## config.mk

```make
export PLATFORM = sky130hd
export DESIGN_NAME = fifo_pattern_gen
export DESIGN_NICKNAME = d
export VERILOG_FILES = /design/src/rtl/fifo_pkg.sv /design/src/rtl/fifo_pattern_gen.sv
export SDC_FILE = /design/constraint.sdc
export NUM_CORES = 1
export LEC_CHECK = 0
export CORE_AREA = 2 2 39 41
export CTS_CLUSTER_DIAMETER = 150
export DETAILED_ROUTE_END_ITERATION = 16
export DIE_AREA = 0 0 41 43
export PLACE_DENSITY = 0.63
export SYNTH_ARGS = -nofsm -noshare
export SYNTH_HDL_FRONTEND = slang
export SYNTH_SLANG_ARGS = --single-unit
```

## constraint.sdc

```tcl
create_clock -name clk -period 1.28 [get_ports clk]
set_input_delay 0.256 -clock clk [delete_from_list [all_inputs] [get_ports clk]]
set_output_delay 0.256 -clock clk [all_outputs]
set_load 0.02 [all_outputs]
```

## src/rtl/fifo_pkg.sv

```systemverilog
// Shared definitions for the FIFO bring-up blocks: default sizes, the test
// pattern offset and the read-checker state encoding.
package fifo_pkg;

    localparam int unsigned DEFAULT_WIDTH     = 8;
    localparam int unsigned DEFAULT_CNT_W     = 8;
    localparam int unsigned DEFAULT_NUM_WORDS = 128;
    localparam int unsigned PATTERN_OFFSET    = 23;

    typedef enum logic [1:0] {
        ST_IDLE  = 2'd0,
        ST_RUN   = 2'd1,
        ST_DRAIN = 2'd2,
        ST_DONE  = 2'd3
    } state_e;

endpackage

```

## src/rtl/fifo_pattern_gen.sv

```systemverilog
// Deterministic word generator: emits (k + OFFSET) mod 2^WIDTH, loads OFFSET
// on clear and advances on step. Shared by the write and read sides.
module fifo_pattern_gen
    import fifo_pkg::*;
#(
    parameter int unsigned WIDTH  = DEFAULT_WIDTH,
    parameter int unsigned OFFSET = PATTERN_OFFSET
) (
    input  logic             clk,
    input  logic             reset,
    input  logic             clear,
    input  logic             step,
    output logic [WIDTH-1:0] value
);

    logic [WIDTH-1:0] value_q;
    logic [WIDTH-1:0] value_d;

    always_comb begin
        value_d = value_q;
        if (clear) begin
            value_d = WIDTH'(OFFSET);
        end else if (step) begin
            value_d = value_q + WIDTH'(1);
        end
    end

    always_ff @(posedge clk) begin
        if (reset) begin
            value_q <= '0;
        end else begin
            value_q <= value_d;
        end
    end

    assign value = value_q;

endmodule

```

* After elaboration in Yosys (flattened, before gate mapping)
Index checks and enable logic that the tools add are counted.
** Word-level totals
- Register bits after elaboration :: 8
- Input port bits :: 4
- Output and inout bits :: 8
- Word-level logic and storage cells :: 7
** Operators by class
- Add/sub/neg operators :: 1
- Multiplexer cells :: 2
- Reductions and logical operators :: 2
** Operator list (number)
- 5-bit 2-to-1 mux :: 2
- 8-bit by 1-bit adder with 8-bit output (second input constant) :: 1
- 2-bit nonzero test :: 1
- 2-bit OR reduction :: 1

* Longest topological paths before layout
- Depth in word-level cells :: 3
- Mapped depth :: 4
- Mapped depth without buffers :: 4

* Least setup slack after synthesis
No wires, ideal clock.
- Path type :: register -> register
- Start point :: register value_q[0] (netlist: value[0])
- End point :: register value_q[6] (netlist: value[6])
- Library setup time :: 0.070 ns
- Data arrival time :: 1.221 ns
- Data required time :: 1.210 ns
- Setup slack :: -0.010 ns
- Stages on the path, launching flop included :: 5
- Path buffers :: 0
- Clock period less this slack :: 1.290 ns
- Cells stage by stage :: dfxtp_1 ha_1 nand2_1 or3_1 a21oi_1
** On the way
- Longest elaborated chain between the ends :: 1
** Ends and longest elaborated chain
- start: declaration :: line fifo_pattern_gen.sv:16 : logic [WIDTH-1:0] value_q;
- start signal: assignment :: line fifo_pattern_gen.sv:32 : value_q <= value_d;
- 8-bit by 1-bit adder with 8-bit output :: line fifo_pattern_gen.sv:24 : value_d = value_q + WIDTH'(1);
No other way between the ends.
A chain may end at the register's enable or synchronous reset.

* Final worst setup path
- Start point :: register value_q[6] (netlist: value[6])
- End point :: output value[6]
** RTL lines
- end: declaration :: line fifo_pattern_gen.sv:13 : output logic [WIDTH-1:0] value
No word-level cell between the ends.

==> out/results.txt <==
CP max FO = 4
Skew-Pair Late Insertion Delay = 0.26 ns
Fill cells = 149
Worst-path clk slew = 0.06 ns
ANT nets after route = 0
Inserted Clock Buffers = 3
Layout cell share with drive strength beyond 1 = 23.3%
Pwr Total = 0.000572 W
Post-DP HPWL = 638 µm
Drt pass-1 iters = 4
Final GP Congestion = 0.789
Comb power frac = 17.9%
Clock buffer depth = 2
Die width = 41 µm
Routed via count = 368
CP max-delay cell = dfxtp_1
Area grow syn2layout = 52.9%
Post-Synthesis Cells = 39
First-pass GRT wire length = 1370 µm
Synth Warn # = 0
Outcome = finished clean
Post-Route WL = 783 µm
GRT Residual Overflow = 0
DRC viols = 0
Die Y = 43 µm
Root Buffer = clkbuf_4
Core ar. = 1380 µm²
Initial antenna violation count = 0
H-Tree Depth = 1
# hold bufs at CTS = 0
CTS tree = done
Max incr delay on CP = 0.37 ns
Wirelength per Cell = 10.3 µm
Fin. Hold Viols = 0
Worst Setup End Kind = output port
Vias per inst = 4.84
# IOs = 12
Setup Viol. Count Final = 0
WL met3 = 46 µm
Internal power = 0.000419 W
Sequential Area = 161 µm²
Bufs and invs on worst path = 1
Full die area = 1760 µm²
Crit path DAT = 0.97 ns
RSZ-0062 raised after global routing = false
Critical Path, Cell by Cell = dlygate4sd2_1
Clock Power Share = 35.3%
Met2 routed WL = 405 µm
Rel. slew slack = 85.6%
Nets = 67
Hold WC Path Type = in2reg
Tcrit/Tclk final = 95.7%
Psw = 0.000153 W
Seq/Total Area, Yosys = 43.4%
Post-synth design cell area = 369 µm²
Area of the multi-input gates = 194 µm²
Number of distinct library cells after synthesis = 16
Sw Share = 26.8%
Final Slew Violations = 0
Starting Density = 26.7%
Setup Skew = 0.00609 ns
CP top delay family = flip-flops
Syn nets = 44
First-iteration detailed-routing DRC count = 3
# placed instances = 73
Antenna diodes = 0
Number of port buffers = 11
Crit start category = flip-flop
Fmax = 817 MHz
Syn Area/Cell = 9.46 µm²
Largest net degree at the start of global routing = 7
Seq cells post-synth = 8
Vias in the first global route = 346
Leakage = 0.256 nW
Metal-1 WL = 312 µm
Cell Count, Final, Fillers Out = 76
Actual slew at the worst max-slew pin = 0.217 ns
Sequential power share = 46.7%
Row Count = 14
Post-layout min period = 1.22 ns
CP Class = reg2out
Max-cap violations = 0
Tot GR Track Use = 11.6%
Max VDD drop = 0.568 mV
Top Layer Used = met4
Max reg flops = 8
PwrDens = 1010 nW/µm²
Setup Buffers After CTS = 0
Required time of the critical path = 1.02 ns
Sink Count = 8
## metrics by stage
step / util (%) / instance area [µm²] / hold WS, ns / TNS (ns) / worst slack (ns)
after floorplan: - / 370 / 0.318 / 0 / 0.00506
after global placement: 39.7 / 549 / 0.484 / -0.934 / -0.202
after detailed placement: 39.7 / 549 / 0.501 / -1.07 / -0.218
after CTS: 40.6 / 562 / 0.507 / 0 / 0.0444
after global routing: 40.8 / 564 / 0.505 / 0 / 0.0149
final: 40.8 / 564 / 0.462 / 0 / 0.0554
## cells by family (layout without fill, tap and decap cells)
family	count (synthesis)	after routing	synth area share (%)
flops	8	8	43.4
xor+xnor	4	4	9.49
mux	1	1	2.71
simple gates	13	13	23.4
buf+inv	2	23	4.07
compound gates	10	10	13.6
fa+ha+maj	1	1	3.39
## layout make-up
cell class                      count  share of cell area, %
Multi-Input combinational cell     29                   34.4
Timing Repair Buffer               19                   28.8
Sequential cell                     8                   28.6
Clock buffer                        3                   3.99
Tap cell                           16                   3.55
Inverter                            1                  0.665
## per-layer routing
metal / up-vias / GRT usage, %
met3: 2 / 4.71
met4: 0 / 6.00
li1: 185 / -
met1: 171 / 13.4
met2: 10 / 17.5
met5: - / 0
## path summary, 6_finish.rpt
| path | depth (start not counted) | end | start | slack [ns] |
|---|---|---|---|---|
| worst max register to register | 4 | value[6]$_SDFFE_PP0P_ | value[1]$_SDFFE_PP0P_ | 0.14 |
| worst min register to register | 2 | value[7]$_SDFFE_PP0P_ | value[7]$_SDFFE_PP0P_ | 0.50 |
| worst max-delay path | 1 | value[6] | value[6]$_SDFFE_PP0P_ | 0.06 |
| worst min-delay path | 4 | value[5]$_SDFFE_PP0P_ | step | 0.46 |
## power by group through the flow
stage,registers [W],logic (W),clock network [W]
3_3_place_gp,0.000274,0.000110,0
3_5_place_dp,0.000274,0.000111,0
5_1_grt,0.000269,0.000113,0.000214
2_1_floorplan,0.000295,0.0000326,0
6_report,0.000267,0.000103,0.000202
4_1_cts,0.000268,0.000104,0.000206
## layout by cell type, fill, tap and decap left out
cell type,instances
dlygate4sd2_1,8
buf_4,8
a21oi_1,7
dfxtp_1,7
o21ai_0,3
or3_1,3
nand4_1,3
xor2_1,3
clkbuf_4,3
nand2_1,2
nand3_1,2
clkdlybuf4s50_1,2
inv_1,1
xnor2_1,1
nand4_4,1
or2_2,1
nor2_1,1
mux2i_1,1
ha_1,1
dlymetal6s2s_1,1
dfxtp_2,1
## timing repair
action,4_1_cts,5_1_grt
endpoints found under the setup margin,8,3
gates resized for setup,8,1
pin swaps,0,0
## cells in the mapped netlist (all sizes together)
cell / number / area [µm²]
nand4: 4 / 40.0
xor2: 3 / 26.3
nand2: 2 / 7.51
a21oi: 7 / 35.0
buf: 1 / 11.3
o21ai: 3 / 15.0
or3: 3 / 18.8
or2: 1 / 6.26
ha: 1 / 12.5
dfxtp: 8 / 160
nand3: 2 / 10.0
mux2i: 1 / 10.0
xnor2: 1 / 8.76
nor2: 1 / 3.75
inv: 1 / 3.75
(Power assumes the default switching activity.)
